<file path="src/rtl/sd_cmd_sequencer.sv">
// SD command-path sequencer: two-port round-robin arbitration, transmit tracking, response window and gap.
// Define SD_CMD_SEQ_RETRY_EN to re-issue a command up to MAX_RETRY times after a response timeout.
module sd_cmd_sequencer #(
    parameter int TIMEOUT_CYCLES = 64,
    parameter int MAX_RETRY      = 3,
    parameter int GAP_CYCLES     = 8,
    parameter int TX_GUARD       = 32
) (
    input  logic        sd_clk,
    input  logic        reset,
    input  logic        req0,
    input  logic        req1,
    input  logic [37:0] cmd0,
    input  logic [37:0] cmd1,
    input  logic        resp0,
    input  logic        resp1,
    output logic [1:0]  grant,
    output logic [1:0]  done,
    output logic [1:0]  err,
    output logic        send_en,
    output logic [37:0] cmd_content,
    input  logic        tx_busy,
    input  logic        sd_cmd_in,
    output logic        rx_start
);

    localparam int CNT_MAX_A = (TIMEOUT_CYCLES > TX_GUARD) ? TIMEOUT_CYCLES : TX_GUARD;
    localparam int CNT_MAX   = (CNT_MAX_A > GAP_CYCLES) ? CNT_MAX_A : GAP_CYCLES;
    localparam int CNT_W     = $clog2(CNT_MAX + 1);

    typedef enum logic [2:0] {IDLE, ISSUE, TX_WAIT, TX_RUN, RESP_WAIT, GAP} state_t;

    state_t             state_q, state_d;
    logic [CNT_W-1:0]   cnt_q, cnt_d;
    logic               owner_q, owner_d;
    logic               last_q, last_d;
    logic               resp_q, resp_d;
    logic [37:0]        content_d;
    logic [1:0]         grant_d, done_d, err_d;
    logic               send_en_d, rx_start_d;

`ifdef SD_CMD_SEQ_RETRY_EN
    localparam int RTY_W = (MAX_RETRY > 0) ? $clog2(MAX_RETRY + 1) : 1;
    logic [RTY_W-1:0]   retry_q, retry_d;
`endif

    function automatic logic [CNT_W-1:0] sat_inc(input logic [CNT_W-1:0] v);
        return (v == {CNT_W{1'b1}}) ? v : v + CNT_W'(1);
    endfunction

    always_comb begin
        state_d    = state_q;
        cnt_d      = cnt_q;
        owner_d    = owner_q;
        last_d     = last_q;
        resp_d     = resp_q;
        content_d  = cmd_content;
        grant_d    = grant;
        send_en_d  = 1'b0;
        done_d     = 2'b00;
        err_d      = 2'b00;
        rx_start_d = 1'b0;
`ifdef SD_CMD_SEQ_RETRY_EN
        retry_d    = retry_q;
`endif
        case (state_q)
            IDLE: begin
                if (req0 || req1) begin
                    // With both requesting, the port not served last wins
                    owner_d   = (req0 && req1) ? ~last_q : req1;
                    grant_d   = owner_d ? 2'b10 : 2'b01;
                    content_d = owner_d ? cmd1 : cmd0;
                    resp_d    = owner_d ? resp1 : resp0;
`ifdef SD_CMD_SEQ_RETRY_EN
                    retry_d   = '0;
`endif
                    state_d   = ISSUE;
                end
            end
            ISSUE: begin
                send_en_d = 1'b1;
                cnt_d     = '0;
                state_d   = TX_WAIT;
            end
            TX_WAIT: begin
                if (tx_busy) begin
                    state_d = TX_RUN;
                end else if (cnt_q == CNT_W'(TX_GUARD - 1)) begin
                    err_d   = grant;
                    cnt_d   = '0;
                    state_d = GAP;
                end else begin
                    cnt_d = sat_inc(cnt_q);
                end
            end
            TX_RUN: begin
                if (!tx_busy) begin
                    cnt_d = '0;
                    if (resp_q) begin
                        state_d = RESP_WAIT;
                    end else begin
                        done_d  = grant;
                        state_d = GAP;
                    end
                end
            end
            RESP_WAIT: begin
                if (!sd_cmd_in) begin
                    rx_start_d = 1'b1;
                    done_d     = grant;
                    cnt_d      = '0;
                    state_d    = GAP;
                end else if (cnt_q == CNT_W'(TIMEOUT_CYCLES - 1)) begin
                    cnt_d   = '0;
`ifdef SD_CMD_SEQ_RETRY_EN
                    if (retry_q < RTY_W'(MAX_RETRY)) begin
                        retry_d = retry_q + RTY_W'(1);
                        state_d = ISSUE;
                    end else begin
                        err_d   = grant;
                        state_d = GAP;
                    end
`else
                    err_d   = grant;
                    state_d = GAP;
`endif
                end else begin
                    cnt_d = sat_inc(cnt_q);
                end
            end
            GAP: begin
                if (cnt_q == CNT_W'(GAP_CYCLES - 1)) begin
                    grant_d = 2'b00;
                    last_d  = owner_q;
                    cnt_d   = '0;
                    state_d = IDLE;
                end else begin
                    cnt_d = sat_inc(cnt_q);
                end
            end
            default: state_d = IDLE;
        endcase
    end

    always_ff @(posedge sd_clk or posedge reset) begin
        if (reset) begin
            state_q     <= IDLE;
            cnt_q       <= '0;
            owner_q     <= 1'b0;
            last_q      <= 1'b1;
            resp_q      <= 1'b0;
            cmd_content <= '0;
            grant       <= 2'b00;
            done        <= 2'b00;
            err         <= 2'b00;
            send_en     <= 1'b0;
            rx_start    <= 1'b0;
`ifdef SD_CMD_SEQ_RETRY_EN
            retry_q     <= '0;
`endif
        end else begin
            state_q     <= state_d;
            cnt_q       <= cnt_d;
            owner_q     <= owner_d;
            last_q      <= last_d;
            resp_q      <= resp_d;
            cmd_content <= content_d;
            grant       <= grant_d;
            done        <= done_d;
            err         <= err_d;
            send_en     <= send_en_d;
            rx_start    <= rx_start_d;
`ifdef SD_CMD_SEQ_RETRY_EN
            retry_q     <= retry_d;
`endif
        end
    end

endmodule

</file>
<file path="config.mk">
export PLATFORM = sky130hd
export DESIGN_NAME = sd_cmd_sequencer
export DESIGN_NICKNAME = d
export VERILOG_FILES = /design/src/rtl/sd_cmd_sequencer.sv
export SDC_FILE = /design/constraint.sdc
export NUM_CORES = 1
export LEC_CHECK = 0
export ABC_AREA = 1
export CAP_MARGIN = 10
export CORE_UTILIZATION = 35
export CTS_CLUSTER_DIAMETER = 150
export DETAILED_ROUTE_END_ITERATION = 10
export PLACE_DENSITY = 0.69
export SLEW_MARGIN = 15
export SYNTH_ARGS = -nofsm -noshare
export SYNTH_HDL_FRONTEND = slang
export SYNTH_SLANG_ARGS = --single-unit
</file>
<file path="constraint.sdc">
create_clock -name sd_clk -period 2.49 [get_ports sd_clk]
set_input_delay 0.498 -clock sd_clk [delete_from_list [all_inputs] [get_ports sd_clk]]
set_output_delay 0.498 -clock sd_clk [all_outputs]
set_load 0.01 [all_outputs]
</file>
==> flow_metrics.py <==
metrics = {
    "route": {
        "route.antenna.remaining_nets": 0,
        "routed_wire_length_per_instance_um": 13.3,
        "post_drt_via_cell_ratio": 4.85,
        "remaining_drc_errors": 0,
        "routed-via-count": 2961,
        "drt_first_pass_iters": 4,
        "wirelength_mm": 8.12,
        "first_iter_violations": 109,
    },
    "worst_hold_path": {
        "hold_class": "flip-flop to flip-flop",
        "min_to": "cmd_content[25]",
        "worst_hold_path.num_cells": 2,
        "hold_start": "cmd_content[25]",
    },
    "synth": {
        "ys_ff_latch": 59,
        "ys_dominant_reg_cell": "dfrtp_1",
        "synth.cells.most_frequent": "85 x nand2_1, 58 x dfrtp_1, 58 x nor2_1, 47 x o21ai_0, 34 x o21ai_1",
        "yosys.cell_count.top_type": "nand2_1",
        "ys_async_sr_fraction_pct": 100,
        "synth.cell_area_um2": 2920,
        "synth-edff-count": 0,
        "ys_seq_area_share_pct": 50.6,
        "postSynthNetCount": 457,
        "syn-mean-instance-area_um2": 7.85,
        "proportion_of_netlist_area_held_by_the_largest_area_contributor_pct": 49.7,
        "yosysTopAreaCell": "dfrtp_1",
        "cell_variety_after_synth": 29,
        "syn-instance-count": 372,
        "yosys-top-cells-area": "dfrtp_1 50%, nand2_1 11%, o21ai_0 8.1%, nor2_1 7.5%, o21ai_1 5.8%",
        "yosys_warnings": 0,
    },
    "clocking": {
        "tritoncts_num_sinks": 59,
        "ctsHoldBuffers": 0,
        "clkSlewWorstSetupHoldPaths_ns": 0.07,
        "clock_tree.root_cell": "clkbuf_8",
        "numCtsBuffers": 9,
        "clock_insertion_delay_worst_skew_ns": 0.34,
        "cts_setup_buffers": 0,
        "clock_tree_from_tritoncts": "built",
        "clockBufferDepth": 2,
        "number_of_levels_the_h_tree_was_split_into": 3,
        "cts.repair.resized": 0,
    },
    "sta": {
        "timing.setup.tns_ns": 0,
        "worst_slew_margin_pct": 66.7,
        "timing.final.crit_period_ns": 1.78,
        "skew_ns": 0.00492,
        "postLayoutSetupSlackWorst_ns": 0.714,
        "finalHoldWorstSlack_ns": 0.494,
        "final_max_slew_viol_count": 0,
        "rsz_0062_raised_after_global_routing": "false",
        "tightestPinTransition_ns": 0.498,
        "finalHoldViolCount": 0,
        "timing.final.setup_violations": 0,
        "max_freq_ghz": 0.563,
        "layout_worst_path_cycle_share_pct": 71.3,
    },
    "finish": {
        "stdcell_count": 610,
        "final_area_um2": 4580,
        "num_antenna_cells": 0,
        "drive_above_1_share_pct": 7.48,
        "area_growth_pct": 56.8,
        "nNetsFinal": 588,
        "nFillCells": 708,
        "multi_input_area_um2": 1250,
        "regArea_um2": 1480,
    },
    "placed_design": {
        "place.port_buffers": 129,
        "place_worst_setup_slack_ns": 0.433,
        "globalplace.congestion": 0.826,
        "post-place-cells": 594,
        "place_hpwl_mm": 6.03,
        "detailed_place.area_um2": 4350,
    },
    "global_routing": {
        "antenna_found_initial": 0,
        "largest_net_degree_at_the_start_of_global_routing": 40,
        "gr-usage-all-layers_pct": 19.6,
        "global_route.overflow_total": 0,
        "grt_first_pass_wirelength_mm": 13.4,
        "number_of_global_route_vias_before_repair": 2899,
    },
    "critical_path": {
        "cpPeakStageDelay_ns": 0.56,
        "setup.worst_path.end_class": "output port",
        "critPathLaunchType": "flip-flop",
        "reg2reg_slack_ns": 0.87,
        "path_cells": "clkdlybuf4s50_1",
        "cpMaxStageDelayCell": "clkdlybuf4s50_1",
        "r2r-start": "state_q[1]",
        "reg2reg_depth": 6,
        "worstSetupPathType": "flip-flop to output port",
        "timing.critical_path.required_ns": 1.99,
        "timing.critical_path.arrival_ns": 1.28,
        "critical_path.top_delay_family": "buffers and inverters",
        "crit_reg_reg_endpoint": "cmd_content[30]",
        "worstPathMaxFanout": 3,
        "critical_path.n_buffers_inverters": 1,
    },
    "pwr": {
        "p_leak_nw": 2.08,
        "p_per_area_nw_per_um2": 1090,
        "vdd_ir_drop_max_mv": 0.451,
    },
    "floorplanning": {
        "initial_utilization_pct": 37.0,
        "floorplan.die.width_um": 93.3,
        "rows": 32,
        "design.core.area_um2": 7890,
        "floorplan.die.height_um": 93.3,
        "floorplan.die_area_um2": 8710,
        "io_pins": 130,
    },
    "run": {
        "cap_viol_max_count": 0,
    },
    "status": {
        "status": "complete, no violations",
    },
}
-- power by group --
group / total (W) / switching, W / internal (W)
sequential: 0.00165 / 0.000271 / 0.00138
clock: 0.00100 / 0.000387 / 0.000617
combinational: 0.00235 / 0.00119 / 0.00116
-- layout by cell type (no fill, tap or decap), drive strengths merged, types with 3 or more instances in the layout --
cell / count
clkdlybuf4s50: 129
nand2: 89
o21ai: 82
nor2: 63
dfrtp: 58
inv: 29
nand3: 16
clkbuf: 12
buf: 7
a21oi: 4
nand4: 3
o22ai: 3
-- registers in the layout, summed over array words and instances (netlist names) --
name and cells:
rx_start 1, resp_q 1, done 2, grant 2, cmd_content 38, err 2, last_q 1, cnt_q 7
owner_q 1, state_q 3, send_en 1
-- how the worst max path moves through the flow --
stage | from | endpoint | slack, ns | depth (start not counted)
finish | grant[1] | grant[1] | 0.71 | 1
detailed placement | req0 | cmd_content[7] | 0.43 | 7
CTS | grant[1] | grant[1] | 0.71 | 1
global placement | req0 | grant[0] | 0.49 | 6
floorplan | reset | cmd_content[0] | 0.54 | 1
global route | req0 | cmd_content[31] | 0.64 | 6
-- cells by family after synthesis --
kind of cell | Yosys count | synth area share [%]
AOI/OAI and AO/OA | 92 | 16.5
xor gates and xnor gates | 2 | 0.600
adders and majority gates | 1 | 0.428
buffers and inverters | 45 | 6.43
DFF | 59 | 50.6
and+or+nand+nor | 173 | 25.5
-- through the flow --
stage	utilization (%)	power, W
after floorplan	-	0.00287
after global placement	55.2	0.00397
after detailed placement	55.2	0.00402
after CTS	58.0	0.00503
after global routing	58.0	0.00534
final	58.0	0.00500
-- area by class of cell --
type / count / area share (%)
well taps: 102 / 2.79
clock inverters: 4 / 1.59
repair buffers: 136 / 30.2
inverters: 29 / 2.38
multi-input cells: 268 / 27.4
flip-flops and latches: 59 / 32.3
clock buffers: 12 / 3.39
-- routing by layer --
metal	routed length [um]	vias up	share of wire (%)	global-route usage [%]
met1	3430	1374	42	24.5
met5	0	-	0	0
met3	608	13	7.5	5.53
met2	3940	106	48	32.5
met4	144	0	1.8	6.54
li1	-	1468	-	-
Note: power is estimated with default switching activity, not from simulation.
